$ cat config.mk
export PLATFORM = sky130hd
export DESIGN_NAME = avl_bus_arbiter
export DESIGN_NICKNAME = d
export VERILOG_FILES = /design/src/rtl/avl_bus_arbiter.sv
export SDC_FILE = /design/constraint.sdc
export NUM_CORES = 1
export LEC_CHECK = 0
export CAP_MARGIN = 20
export CORE_AREA = 5 5 366 368
export CTS_BUF_LIST = sky130_fd_sc_hd__clkbuf_4 sky130_fd_sc_hd__clkbuf_8
export CTS_CLUSTER_DIAMETER = 80
export CTS_CLUSTER_SIZE = 24
export DETAILED_ROUTE_END_ITERATION = 10
export DIE_AREA = 0 0 371 373
export GPL_TIMING_DRIVEN = 0
export HOLD_SLACK_MARGIN = 0.08
export PLACE_DENSITY_LB_ADDON = 0.15
export REMOVE_ABC_BUFFERS = 1
export SLEW_MARGIN = 5
export SYNTH_ARGS = -nofsm -noshare
export SYNTH_HDL_FRONTEND = slang
export SYNTH_SLANG_ARGS = --single-unit
$ cat constraint.sdc
create_clock -name clk -period 7.1 [get_ports clk]
set_input_delay 1.42 -clock clk [delete_from_list [all_inputs] [get_ports clk]]
set_output_delay 1.42 -clock clk [all_outputs]
set_load 0.1 [all_outputs]
$ cat src/rtl/avl_bus_arbiter.sv
// Round-robin arbiter that shares one Avalon-style slave among MASTER_NUM masters.
// An in-order FIFO routes each read response back to the master that issued the read.
module avl_bus_arbiter #(
  parameter int MASTER_NUM      = 8,
  parameter int RESP_FIFO_DEPTH = 16
) (
  input  logic                                 clk,
  input  logic                                 rest,
  input  logic [MASTER_NUM-1:0]                m_read,
  input  logic [MASTER_NUM-1:0]                m_write,
  input  logic [32*MASTER_NUM-1:0]             m_address,
  input  logic [4*MASTER_NUM-1:0]              m_byte_en,
  input  logic [32*MASTER_NUM-1:0]             m_write_data,
  output logic [MASTER_NUM-1:0]                m_request_ready,
  output logic [32*MASTER_NUM-1:0]             m_read_data,
  output logic [MASTER_NUM-1:0]                m_read_data_valid,
  input  logic [MASTER_NUM-1:0]                m_resp_ready,
  output logic                                 s_read,
  output logic                                 s_write,
  output logic [31:0]                          s_address,
  output logic [3:0]                           s_byte_en,
  output logic [31:0]                          s_write_data,
  input  logic                                 s_request_ready,
  input  logic [31:0]                          s_read_data,
  input  logic                                 s_read_data_valid,
  output logic                                 s_resp_ready,
  output logic [$clog2(RESP_FIFO_DEPTH):0]     outstanding,
  output logic                                 resp_err,
  output logic                                 arb_state
);

  // Handshakes: a command transfers on a cycle where s_read|s_write and s_request_ready
  // are both high; a response transfers where s_read_data_valid and s_resp_ready are both
  // high. The master sees the same pair as its m_* request/m_request_ready and
  // m_read_data_valid/m_resp_ready bits.

  localparam int IW = (MASTER_NUM > 1) ? $clog2(MASTER_NUM) : 1;
  localparam int AW = $clog2(RESP_FIFO_DEPTH);
  localparam int CW = AW + 1;

  typedef enum logic {IDLE = 1'b0, HOLD = 1'b1} state_t;

  state_t          state, state_next;
  logic [IW-1:0]   ptr, ptr_next, gh, gh_next;
  logic [IW-1:0]   rr_idx, g, g_inc;
  logic [MASTER_NUM-1:0] req;
  logic            g_req, g_read, g_write;
  logic            accept, push, pop;
  logic            fifo_full, fifo_empty;
  logic [IW-1:0]   mem [RESP_FIFO_DEPTH];
  logic [AW-1:0]   wr_ptr, rd_ptr;
  logic [CW-1:0]   count;
  logic [IW-1:0]   head;

  assign req = m_read | m_write;

  // First requester at or after ptr, wrapping round the master list.
  always_comb begin : rr_search
    int            j;
    logic          found;
    logic [IW-1:0] jj;
    j      = 0;
    jj     = '0;
    found  = 1'b0;
    rr_idx = ptr;
    for (int k = 0; k < MASTER_NUM; k++) begin
      j = int'(ptr) + k;
      if (j >= MASTER_NUM) j = j - MASTER_NUM;
      jj = IW'(j);
      if (!found && req[jj]) begin
        found  = 1'b1;
        rr_idx = jj;
      end
    end
  end

  assign g       = (state == HOLD) ? gh : rr_idx;
  assign g_inc   = (int'(g) == MASTER_NUM - 1) ? '0 : g + IW'(1);
  assign g_req   = req[g];
  assign g_read  = m_read[g];
  assign g_write = m_write[g] & ~m_read[g];

  assign fifo_full  = (count == CW'(RESP_FIFO_DEPTH));
  assign fifo_empty = (count == '0);

  // State register
  always_ff @(posedge clk or posedge rest) begin
    if (rest) begin
      state <= IDLE;
      ptr   <= '0;
      gh    <= '0;
    end else begin
      state <= state_next;
      ptr   <= ptr_next;
      gh    <= gh_next;
    end
  end

  // Next-state logic; a blocked read stays in HOLD on the same master.
  always_comb begin
    state_next = state;
    ptr_next   = ptr;
    gh_next    = gh;
    if (accept) begin
      state_next = IDLE;
      ptr_next   = g_inc;
    end else if (state == IDLE) begin
      if (g_req) begin
        state_next = HOLD;
        gh_next    = g;
      end
    end else if (!g_req) begin
      state_next = IDLE;
    end
  end

  // Output logic
  always_comb begin
    s_read          = 1'b0;
    s_write         = 1'b0;
    accept          = 1'b0;
    m_request_ready = '0;
    s_address       = m_address[32*g +: 32];
    s_byte_en       = m_byte_en[4*g +: 4];
    s_write_data    = m_write_data[32*g +: 32];
    if (!rest) begin
      s_read  = g_read & ~fifo_full;
      s_write = g_write;
      accept  = s_request_ready & g_req & ~(g_read & fifo_full);
    end
    m_request_ready[g] = accept;
  end

  assign arb_state = state;

  // Response FIFO holding the owner index of every read issued to the slave.
  assign push = accept & g_read;
  assign head = mem[rd_ptr];

  always_comb begin
    m_read_data_valid = '0;
    s_resp_ready      = 1'b1;
    if (!fifo_empty) begin
      s_resp_ready = m_resp_ready[head];
      if (!rest) m_read_data_valid[head] = s_read_data_valid;
    end
  end

  assign pop         = s_read_data_valid & s_resp_ready & ~fifo_empty;
  assign m_read_data = {MASTER_NUM{s_read_data}};
  assign outstanding = count;

  always_ff @(posedge clk) begin
    if (push) mem[wr_ptr] <= g;
  end

  always_ff @(posedge clk or posedge rest) begin
    if (rest) begin
      wr_ptr   <= '0;
      rd_ptr   <= '0;
      count    <= '0;
      resp_err <= 1'b0;
    end else begin
      if (push) wr_ptr <= wr_ptr + AW'(1);
      if (pop)  rd_ptr <= rd_ptr + AW'(1);
      case ({push, pop})
        2'b10:   count <= count + CW'(1);
        2'b01:   count <= count - CW'(1);
        default: count <= count;
      endcase
      if (s_read_data_valid && fifo_empty) resp_err <= 1'b1;
    end
  end

endmodule
# After elaboration in Yosys (flattened, before gate mapping)
# Memory sizes are Yosys's and may differ from the RTL's.
# Cells that the tools add are included.
# op_classes
addsub,20
n_mul,0
n_div,0
magnitude_cmp,20
n_eq_ne,4
shifts,3
mux,64
bitwise,17
reduce_logical,20
# ops
operator,count
variable part select 256 x 9 -> 32 bit,2
2-to-1 mux 3 bit,18
"less-than comparator 3 x 4 -> 1 bit, second input constant",10
binary-select mux 1 bit (select 3 bit),12
variable part select 32 x 6 -> 4 bit,1
2-to-1 mux 1 bit,29
">= comparator 4 bit, second input constant",7
"subtractor 3 x 1 -> 3 bit, second input constant",8
"adder 3 x 3 -> 4 bit, second input constant",4
bitwise AND 8 bit,2
2-to-1 mux 8 bit,2
logical AND 1 bit,10
one-hot mux 5 bit (2 select lines),1
"adder 3 x 2 -> 4 bit, second input constant",2
"adder 4 x 1 -> 4 bit, second input constant",2
bitwise AND 1 bit,8
bitwise OR 8 bit,1
zero test 1 bit,7
demux 1 bit (select 3 bit),2
">= comparator 3 x 1 -> 1 bit, second input constant",2
NOT 1 bit,6
"adder 5 x 1 -> 5 bit, second input constant",1
"equality test 5 bit, second input constant",1
zero test 5 bit,1
9 further kinds,9
# word_totals
register_bits,21
latch_bits,0
mem_bits_rw,48
mem_bits_ro,0
in_bits,604
out_inout_bits,350
word_cells,156
n_memories,1
# memory_table
memory,depth,word_bits,rd,rd_ports_with_merged_regs,wr,line,text
mem,16,3,1,0,1,50,logic [IW-1:0] mem [RESP_FIFO_DEPTH];

# Longest topological paths before layout
# Gate-level depths: netlist of run 1.
# logic_depth
depth_word,36
ltp_mapped,26
ltp_nobuf,23

# Worst setup path before layout of run 1
# OpenSTA, ideal clock, no wires.
# synth_path
path_type,input -> output
from,input port m_write[4]
to,output port s_write
arrival_time_ps,7517
required_ps,5680
slack_ps,-1837
stages,13
path_buffers,3
cell_sequence,or2_2 mux4_2 mux2i_2 nand4_1 nor2_1 nand3_1 a31o_2 inv_1 buf_2 buf_2 buf_2 o221ai_1 a2111oi_1
# synth_via
elab_chain_cells,31
word_cells_on_any_way,54
cone_classes,mux (37); bitwise (3); reduce/logical (14)
# synth_rtl
element,line,text
"start, declared",10,"input logic [MASTER_NUM-1:0] m_write,"
bitwise OR 8 bit,55,assign req = m_read | m_write;
binary-select mux 1 bit (select 3 bit),70,if (!found && req[jj]) begin
2-to-1 mux 1 bit (not written as such),70,
2-to-1 mux 1 bit,70,
zero test 1 bit,70,
logical AND 1 bit,70,
2-to-1 mux 1 bit,70,
zero test 1 bit,70,
[... 15 more ...],n/a,
logical AND 1 bit,70,
2-to-1 mux 3 bit,70,
2-to-1 mux 3 bit,77,assign g = (state == HOLD) ? gh : rr_idx;
binary-select mux 1 bit (select 3 bit),81,assign g_write = m_write[g] & ~m_read[g];
2-to-1 mux 1 bit (not written as such),81,
NOT 1 bit,81,
bitwise AND 1 bit (*),81,
2-to-1 mux 1 bit (*),126,if (!rest) begin
"end, declared",19,"output logic s_write,"
# Mark *: on every way between the ends. The rest lies on a longest branch, timed or not. The select of a mux whose other input is x is not followed.

# Final worst setup path of run 1
# layout_path
from,input port m_write[7]
to,output port s_address[2]
# layout_via
elab_chain_cells,27
word_cells_on_any_way,48
cone_classes,shift (1); mux (32); bitwise (1); reduce/logical (14)
# layout_rtl
element,line,text
bitwise OR 8 bit (*),55,
binary-select mux 1 bit (select 3 bit),70,
2-to-1 mux 1 bit (not written as such),70,
2-to-1 mux 1 bit,70,
zero test 1 bit,70,
logical AND 1 bit,70,
2-to-1 mux 1 bit,70,
zero test 1 bit,70,
[... 11 more ...],n/a,
zero test 1 bit,70,
logical AND 1 bit,70,
2-to-1 mux 1 bit,70,
zero test 1 bit,70,
logical AND 1 bit,70,
2-to-1 mux 3 bit (*),70,
2-to-1 mux 3 bit (*),77,
variable part select 256 x 9 -> 32 bit (*),123,s_address = m_address[32*g +: 32];
"end, declared",20,"output logic [31:0] s_address,"
# Marks and branches as above.

==> reports/metrics.csv, run 1 <==
metric,value,unit
worst path cell trace,buf_2 > or2_4 > mux4_2 > mux2i_4 > buf_4 > a221oi_1 > o22ai_2 > o22ai_4 > a31oi_4 > buf_12 > clkinv_16 > buf_16 > nand2_4 > nor2_4 > buf_12 > buf_16 > a22oi_2 > o221ai_1 > buf_2,
"EDFF count, synth",48,
clk_lat worst skew,0.36,ns
Starting Density,0.0841,
r2r setup slk,0.82,ns
via-per-instance ratio,3.65,
Die Y,373,um
first-pass GRT wire length,128000,um
Total Routing Usage GR,0.132,
dpl ws,-3.64,ns
"Slew Viols, Final",0,
Core Box Area,0.130,mm2
worst path arrival time,5.51,ns
# port buffers,665,
Worst-Margin Slew,1.08,ns
clock-pin slew on the worst setup and hold paths,0.07,ns
htree depth,3,
Hold Path Depth,1,
Layout Cells excl Fill,3644,
Period minus WS final,6.93,ns
Nets,2496,
CTS max path bufs,2,
final hold vios,0,
Mapped Cells,1453,
reg2reg start,ptr[1],
worst-path fanout max,8,
DP Cell Count,3556,
clk_skew,0.0146,ns
Final Setup Violations,0,
critical path's slowest cell,mux4_2,
Max-slew headroom,0.279,
Worst Path Required,5.68,ns
ys async rst share,0.304,
crit path kind,in -> out,
cells on worst reg2reg path,24,
Synth Flop Type,edfxtp_1,
full die area,0.138,mm2
critical path endpoint category,output pin,
RD Place Congestion,0.860,
Fmax,144,MHz
DR pass1 iterations,5,
most frequent cell after synthesis,nand2_1,
most frequent cells after synthesis,"nand2_1 (331), buf_4 (258), mux2i_1 (89)",
routed via count,13310,
status,"finished, final reports clean",
hold crit path type,reg -> reg,
layout cells sized above 1,0.177,
P&R area growth vs syn,79.7,%
CTS buffer count,9,
largest net degree at the start of global routing,58,
drt wl/cell,26.8,um
Setup crit start kind,primary input,
clock tree from TritonCTS,built,
post-route ant nets,0,
Die Wd,371,um
hold buffers post-CTS,0,
fill count,14908,
number of unique standard cell types used by synthesis,69,
FF/Latch Area,0.00197,mm2
largest area contributor in the netlist,buf_4,
row cnt,133,
vias in the first global route,14107,
R2R Path End,outstanding[4],
hold endpoint,gh[0],
MaxCap Viol Count,0,
Final Cycle Share,0.976,
Clock Tree Root,clkbuf_8,
final worst slack,0.170,ns
yosys warns,0,
# clock sinks,69,
Mean Syn Cell Area,7.55,um2
Synth Cell Area,0.0110,mm2
Worst Hold Slack,0.501,ns
hpwl dp,74400,um
sequential share of the synthesized area,0.179,
#FFs+latches synth,69,
num ports,954,
initial antenna violation count,18,
area of the multi-input gates,0.00697,mm2
max incr delay on CP,0.57,ns
Starting DRT DRC Count,801,
hold wc startpoint,gh[0],
share of the synthesized area in the top cell type,0.176,
"wirelength, routed",97700,um
DRC,0,
GRT Residual Overflow,0,
largest cells by area after synthesis,"buf_4 (18%), edfxtp_1 (13%), nand2_1 (11%)",
metrics by stage:
step | util | setup TNS, ns | cell area, um2
floorplan | - | -610.89 | 8590
detailed placement | 0.141 | -246.56 | 18400
global placement | 0.134 | -2938.95 | 17400
global route | 0.151 | -0.000529 | 19700
finish | 0.151 | 0 | 19700
CTS | 0.149 | -0.637 | 19400
layout make-up:
class,count,share of cell area
Antenna cell,6,0.000761
Sequential cell,69,0.100
Timing Repair Buffer,768,0.415
Timing Repair inverter,6,0.00317
Tap cell,1755,0.111
Clock inverter,6,0.00317
Multi-Input combinational cell,1004,0.353
Inverter,20,0.00691
Clock buffer,10,0.00666
cell families (layout without fill, tap and decap cells):
family / count (synthesis) / in the layout / synth area share
adder cells (fa/ha/maj): 14 / 14 / 0.0166
multiplexers: 121 / 121 / 0.134
AO/OA/AOI/OAI: 320 / 320 / 0.217
buffers and inverters: 381 / 810 / 0.224
XOR/XNOR: 15 / 15 / 0.0154
other: 0 / 6 / 0
flip-flops: 69 / 69 / 0.179
AND/OR/NAND/NOR: 533 / 534 / 0.213
cells in the final DEF, fill, tap and decap left out, types with 15 or more instances in the layout:
cell             count
edfxtp_1            48
buf_4               76
nand2_1            327
a21oi_1             64
nand3_1             15
clkbuf_2            15
clkdlybuf4s50_1    571
buf_2               16
buf_16              18
o21ai_0             62
and3_1              67
a221o_1             40
a22oi_1             19
dfrtp_1             19
o221ai_1            17
a311oi_1            50
buf_12              29
mux2i_1             87
mux4_2              19
nor2_1              46
worst max path at each step:
stage	endpoint	from	slack [ns]	cells after the start
2_1_floorplan	s_write	m_write[4]	-7.39	12
3_3_place_gp	s_address[2]	m_write[1]	-22.43	14
3_5_place_dp	s_write_data[24]	m_write[2]	-3.64	18
4_1_cts	m_request_ready[4]	m_write[5]	-0.11	17
5_1_grt	m_request_ready[4]	ptr[1]	-0.0005	18
6_report	s_address[2]	m_write[7]	0.17	19
registers in the layout, summed over array words and instances (netlist names):
signal	cells
outstanding	5
wr_ptr	4
mem	48
rd_ptr	4
arb_state	1
ptr	3
resp_err	1
gh	3
repair_timing:
action | CTS | global route
pin swaps | 15 | 17
setup endpoints to repair | 128 | 73
setup buffers | 38 | 26
gates resized for setup | 441 | 65
cloned | 15 | 0
routing by layer:
layer / part of all wire / vias up / GRT usage
met1: 0.42 / 6522 / 0.166
li1: - / 5868 / -
met4: 0.0099 / 12 / 0.0143
met3: 0.099 / 72 / 0.0526
met5: 0.00089 / - / 0.00245
met2: 0.47 / 836 / 0.221
worst max-delay path, delay by kind of cell:
| family | cells | cell delay (ns) |
|---|---|---|
| buffers and inverters | 8 | 1.34 |
| AO/OA/AOI/OAI | 6 | 1.43 |
| AND/OR/NAND/NOR | 3 | 0.44 |
| multiplexers | 2 | 0.79 |
Power of run 1 is not shown: default switching activity piles up to over one toggle a cycle in this logic, so the estimate is an artifact.
==> run 2, diff against run 1 <==
--- a/config.mk
+++ b/config.mk
@@ -16,6 +16,7 @@
 export HOLD_SLACK_MARGIN = 0.08
 export PLACE_DENSITY_LB_ADDON = 0.15
 export REMOVE_ABC_BUFFERS = 1
+export SETUP_SLACK_MARGIN = 0.4
 export SLEW_MARGIN = 5
 export SYNTH_ARGS = -nofsm -noshare
 export SYNTH_HDL_FRONTEND = slang
==> reports/metrics.csv, run 2 (same netlist as run 1, synthesis figures left out) <==
metric,value,unit,change
status,"finished, final reports clean",,unchanged
routed via count,13698,,was 13310
largest net degree at the start of global routing,51,,was 58
via-per-instance ratio,3.70,,was 3.65
vias in the first global route,14447,,was 14107
Met2 Routed Length,48500,um,was 45500 um
Setup crit start kind,primary input,,unchanged
worst path cell trace,buf_8 > or2_4 > mux4_2 > mux2i_4 > nand4_1 > buf_4 > nor2_4 > nand2_2 > a31oi_4 > buf_12 > clkinv_16 > buf_16 > buf_12 > nand2_8 > nor2_4 > buf_12 > buf_16 > buf_16 > a221o_4 > buf_8,,was buf_2 > or2_4 > mux4_2 > mux2i_4 > buf_4 > a221oi_1 > o22ai_2 > o22ai_4 > a31oi_4 > buf_12 > clkinv_16 > buf_16 > nand2_4 > nor2_4 > buf_12 > buf_16 > a22oi_2 > o221ai_1 > buf_2
number of flip-flops in the largest register,48,,unchanged
DP Cell Count,3556,,unchanged
max incr delay on CP,0.59,ns,was 0.57 ns
MaxCap Viol Count,0,,unchanged
initial antenna violation count,21,,was 18
"most common cell after layout, fill and taps aside",clkdlybuf4s50_1,,unchanged
"wirelength, routed",104000,um,was 97700 um
final hold vios,0,,unchanged
Nets,2551,,was 2496
"Slew Viols, Final",0,,unchanged
hpwl dp,74400,um,unchanged
CTS buffer count,9,,unchanged
CTS max path bufs,2,,unchanged
clock-pin slew on the worst setup and hold paths,0.09,ns,was 0.07 ns
Core Box Area,0.130,mm2,unchanged
Period minus WS final,6.78,ns,was 6.93 ns
Final Cycle Share,0.955,,was 0.976
Max-slew headroom,0.275,,was 0.279
hold wc startpoint,resp_err,,was gh[0]
Worst-Margin Slew,1.08,ns,about the same
clk_lat worst skew,0.36,ns,about the same
Clock Tree Root,clkbuf_8,,unchanged
reg2reg start,ptr[0],,was ptr[1]
Area after DPL,0.0184,mm2,unchanged
Fmax,148,MHz,was 144 MHz
critical path's slowest cell,mux4_2,,unchanged
first-pass GRT wire length,131000,um,was 128000 um
layout cells sized above 1,0.215,,was 0.177
r2r setup slk,1.03,ns,was 0.82 ns
Starting DRT DRC Count,806,,was 801
RD Place Congestion,0.860,,unchanged
DRT met1 WL,43100,um,was 41500 um
Largest Register,mem,,unchanged
hold buffers post-CTS,0,,unchanged
Worst Path Required,5.68,ns,about the same
# clock sinks,69,,unchanged
P&R area growth vs syn,95.3,%,was 79.7%
crit path kind,in -> out,,unchanged
Worst Hold Slack,0.501,ns,about the same
R2R Path End,outstanding[4],,unchanged
"commonest cells after routing, fill and taps aside","clkdlybuf4s50_1 (571), nand2_1 (325), mux2i_1 (86)",,"was clkdlybuf4s50_1 (571), nand2_1 (327), mux2i_1 (87)"
# port buffers,665,,unchanged
clock tree from TritonCTS,built,,unchanged
num ports,954,,unchanged
drt wl/cell,28.0,um,was 26.8 um
hold endpoint,resp_err,,was gh[0]
cells on worst reg2reg path,25,,was 24
worst-path fanout max,6,,was 8
Die Wd,371,um,unchanged
Die Y,373,um,unchanged
row cnt,133,,unchanged
hold crit path type,reg -> reg,,unchanged
Total Routing Usage GR,0.136,,was 0.132
DRC,0,,unchanged
full die area,0.138,mm2,unchanged
critical path endpoint category,output pin,,unchanged
post-route ant nets,0,,unchanged
Setup TNS Final,0,ns,unchanged
Final Setup Violations,0,,unchanged
htree depth,3,,unchanged
met3 routed WL,10100,um,was 9630 um
clk_skew,0.0146,ns,about the same
Hold Path Depth,1,,unchanged
RSZ-0062 raised after global routing,yes,,
DR top layer,met5,,unchanged
worst path arrival time,5.36,ns,was 5.51 ns
Layout Cells excl Fill,3700,,was 3644
post-route cell area,0.0214,mm2,was 0.0197 mm2
GRT Residual Overflow,0,,unchanged
DR pass1 iterations,5,,unchanged
Starting Density,0.0841,,unchanged
[run 2: cell types whose count changed in the layout (fill, tap and decap cells not counted), moves of 6 or more]
cell | previous run | this run
buf_16 | 18 | 26
clkdlybuf4s15_2 | 11 | 0
a21oi_1 | 64 | 58
buf_6 | 14 | 34
clkbuf_2 | 15 | 0
buf_2 | 16 | 7
clkbuf_16 | 0 | 13
buf_12 | 29 | 69
[run 2: timing repair]
item | CTS | global route
setup buffers | 68 | 30
resized for setup | 640 | 131
endpoints found under the setup margin | 140 | 77
cloned | 21 | 15
pin swaps | 43 | 49
[run 2: how the worst max path moves through the flow]
stage | from | end | slack (ns) | cells after the start
global placement | m_write[1] | s_address[2] | -22.43 | 14
CTS | m_read[2] | m_request_ready[3] | 0.29 | 18
floorplan | m_write[4] | s_write | -7.39 | 12
finish | m_read[2] | s_write_data[24] | 0.32 | 20
global route | m_read[2] | m_request_ready[2] | 0.19 | 18
detailed placement | m_write[2] | s_write_data[24] | -3.64 | 18
[run 2: critical path: cells and delay by family]
kind            cells  cell delay (ns)
compound gates      2             0.68
buf+inv            10             1.51
mux                 2             0.83
simple gates        6             0.79
[run 2: stage by stage]
stage,setup WS [ns],util
after floorplan,-7.39,-
after global placement,-22.43,0.134
after detailed placement,-3.64,0.141
after CTS,0.294,0.156
after global routing,0.194,0.164
final,0.323,0.164
[run 2: area by class of cell]
class	count	area (um2)
sequential	69	1980
inverter	20	134
tap	1755	2200
clock buffer	10	131
timing repair inverter	7	95.1
timing repair buffer	822	9590
multi-input combinational	1004	7230
antenna	7	17.5
clock inverter	6	62.6
fill	14786	109000
[run 2: metal layers]
layer / track usage / vias to the layer above
li1: - / 5993
met1: 0.169 / 6747
met2: 0.226 / 852
met3: 0.0518 / 92
met4: 0.0196 / 14
met5: 0.00350 / -
Power of run 2 is left out for the same reason.
==> run 3, diff against run 2 <==
--- a/config.mk
+++ b/config.mk
@@ -6,12 +6,14 @@
 export NUM_CORES = 1
 export LEC_CHECK = 0
 export CAP_MARGIN = 20
-export CORE_AREA = 5 5 366 368
+export CELL_PAD_IN_SITES_DETAIL_PLACEMENT = 1
+export CELL_PAD_IN_SITES_GLOBAL_PLACEMENT = 1
+export CORE_AREA = 5 5 373 375
 export CTS_BUF_LIST = sky130_fd_sc_hd__clkbuf_4 sky130_fd_sc_hd__clkbuf_8
 export CTS_CLUSTER_DIAMETER = 80
 export CTS_CLUSTER_SIZE = 24
 export DETAILED_ROUTE_END_ITERATION = 10
-export DIE_AREA = 0 0 371 373
+export DIE_AREA = 0 0 378 380
 export GPL_TIMING_DRIVEN = 0
 export HOLD_SLACK_MARGIN = 0.08
 export PLACE_DENSITY_LB_ADDON = 0.15
==> reports/metrics.csv, run 3 (same netlist as run 1, synthesis figures left out) <==
metric,value,unit,change
number of flip-flops in the largest register,48,,unchanged
"Slew Viols, Final",0,,unchanged
clock tree from TritonCTS,built,,unchanged
Worst Path Required,5.68,ns,about the same
layer with the highest usage,met2,,unchanged
Max-slew headroom,0.292,,was 0.275
critical path's slowest cell,mux4_2,,unchanged
num ports,954,,unchanged
Final Setup Violations,0,,unchanged
# clock sinks,69,,unchanged
max incr delay on CP,0.58,ns,was 0.59 ns
hpwl dp,80300,um,was 74400 um
Nets,2546,,was 2551
Worst Hold Slack,0.496,ns,was 0.501 ns
CTS max path bufs,2,,unchanged
drt wl/cell,29.6,um,was 28.0 um
M3 GR Usage,0.0629,,was 0.0518
worst-path fanout max,8,,was 6
RSZ-0062 raised after global routing,yes,,unchanged
"wirelength, routed",110000,um,was 104000 um
met1 Usage GRT,0.184,,was 0.169
post-route ant nets,0,,unchanged
GRT Residual Overflow,0,,unchanged
row cnt,135,,was 133
first-pass GRT wire length,144000,um,was 131000 um
"commonest cells after routing, fill and taps aside","clkdlybuf4s50_1 (571), nand2_1 (326), buf_4 (95)",,"was clkdlybuf4s50_1 (571), nand2_1 (325), mux2i_1 (86)"
clock-pin slew on the worst setup and hold paths,0.08,ns,was 0.09 ns
hold crit path type,reg -> reg,,unchanged
worst path cell trace,buf_8 > or2_4 > mux4_2 > mux2i_4 > buf_4 > a221oi_1 > o22ai_2 > o22ai_4 > a31oi_4 > buf_12 > inv_16 > buf_16 > nand2_8 > nor2_4 > buf_12 > buf_16 > buf_16 > a22oi_2 > o221ai_2 > buf_12,,was buf_8 > or2_4 > mux4_2 > mux2i_4 > nand4_1 > buf_4 > nor2_4 > nand2_2 > a31oi_4 > buf_12 > clkinv_16 > buf_16 > buf_12 > nand2_8 > nor2_4 > buf_12 > buf_16 > buf_16 > a221o_4 > buf_8
vias in the first global route,15150,,was 14447
clk_lat worst skew,0.36,ns,about the same
FF/Latch Area,0.00198,mm2,unchanged
Core Box Area,0.135,mm2,was 0.130 mm2
crit path kind,in -> out,,unchanged
DRC,0,,unchanged
Worst-Margin Slew,1.06,ns,was 1.08 ns
DR pass1 iterations,5,,unchanged
critical path endpoint category,output pin,,unchanged
Die Y,380,um,was 373 um
met2 usage,0.237,,was 0.226
"most common cell after layout, fill and taps aside",clkdlybuf4s50_1,,unchanged
routed via count,13740,,was 13698
DP Cell Count,3582,,was 3556
Setup crit start kind,primary input,,unchanged
fill count,15825,,was 14786
Layout Cells excl Fill,3724,,was 3700
Total Routing Usage GR,0.146,,was 0.136
# port buffers,665,,unchanged
via-per-instance ratio,3.69,,was 3.70
P&R area growth vs syn,91.4,%,was 95.3%
Starting Density,0.0813,,was 0.0841
hold buffers post-CTS,0,,unchanged
largest net degree at the start of global routing,44,,was 51
RD Place Congestion,0.771,,was 0.860
Largest Register,mem,,unchanged
final hold vios,0,,unchanged
status,"finished, final reports clean",,unchanged
CTS buffer count,9,,unchanged
Period minus WS final,6.77,ns,was 6.78 ns
Clock Tree Root,clkbuf_8,,unchanged
Fmax,148,MHz,about the same
htree depth,3,,unchanged
clk_skew,0.0144,ns,was 0.0146 ns
Starting DRT DRC Count,684,,was 806
area of the multi-input gates,0.00724,mm2,was 0.00723 mm2
initial antenna violation count,48,,was 21
Die Wd,378,um,was 371 um
Final Cycle Share,0.953,,was 0.955
MaxCap Viol Count,0,,unchanged
full die area,0.144,mm2,was 0.138 mm2
layout cells sized above 1,0.207,,was 0.215
worst path arrival time,5.35,ns,was 5.36 ns
## run 3: cell types whose count changed in the layout (fill, tap and decap cells not counted), moves of 4 or more
cell | previous run | this run
buf_6 | 34 | 43
clkinv_4 | 0 | 4
buf_8 | 13 | 21
bufbuf_16 | 7 | 11
clkbuf_16 | 13 | 1
buf_4 | 76 | 95
inv_16 | 1 | 7
a221o_2 | 12 | 5
buf_12 | 69 | 36
a221o_1 | 37 | 47
## run 3: per-layer routing
metal,wire [um],vias up,share of wire
li1,-,5991,-
met1,47400,6943,0.43
met2,50100,714,0.45
met3,11500,65,0.10
met4,1020,27,0.0093
met5,223,-,0.0020
## run 3: final cells by class
cell class	instances	share of cell area
diodes	10	0.00119
repair buffers	815	0.431
multi-input cells	1004	0.345
clock inverters	7	0.00351
flip-flops and latches	69	0.0941
well taps	1781	0.106
repair inverters	9	0.00655
inverters	20	0.00673
clock buffers	9	0.00590
## run 3: what timing repair did
item / 4_1_cts / 5_1_grt
gates resized for setup: 684 / 79
hold endpoints to repair: 0 / 0
pin swaps: 41 / 24
setup endpoints to repair: 130 / 73
buffers inserted: 76 / 20
cloned: 27 / 1
## run 3: stage by stage
| step | area (um2) | setup WS, ns | util | setup TNS, ns |
|---|---|---|---|---|
| final | 21000 | 0.332 | 0.156 | 0 |
| after global routing | 21000 | 0.222 | 0.155 | 0 |
| after CTS | 20500 | 0.269 | 0.152 | 0 |
| after detailed placement | 18400 | -3.35 | 0.137 | -226.40 |
| after global placement | 17500 | -24.99 | 0.129 | -3219.81 |
| after floorplan | 8590 | -7.39 | - | -610.89 |
## run 3: path summary, 6_finish.rpt
kind	start	to	slack (ns)	depth (start not counted)
min in group asynchronous	rest	rd_ptr[2]	1.44	2
worst max register to register	ptr[0]	outstanding[4]	0.83	27
worst min-delay path	gh[1]	gh[1]	0.50	1
worst min register to register	gh[1]	gh[1]	0.50	1
max in group asynchronous	rest	ptr[0]	5.21	3
worst max-delay path	m_write[2]	s_address[22]	0.33	20
## run 3: critical path, delay by kind of cell
kind            cells  cell delay (ns)
simple gates        3             0.35
buf+inv             9             1.35
mux                 2             0.81
compound gates      6             1.35
Power of run 3 is left out for the same reason.
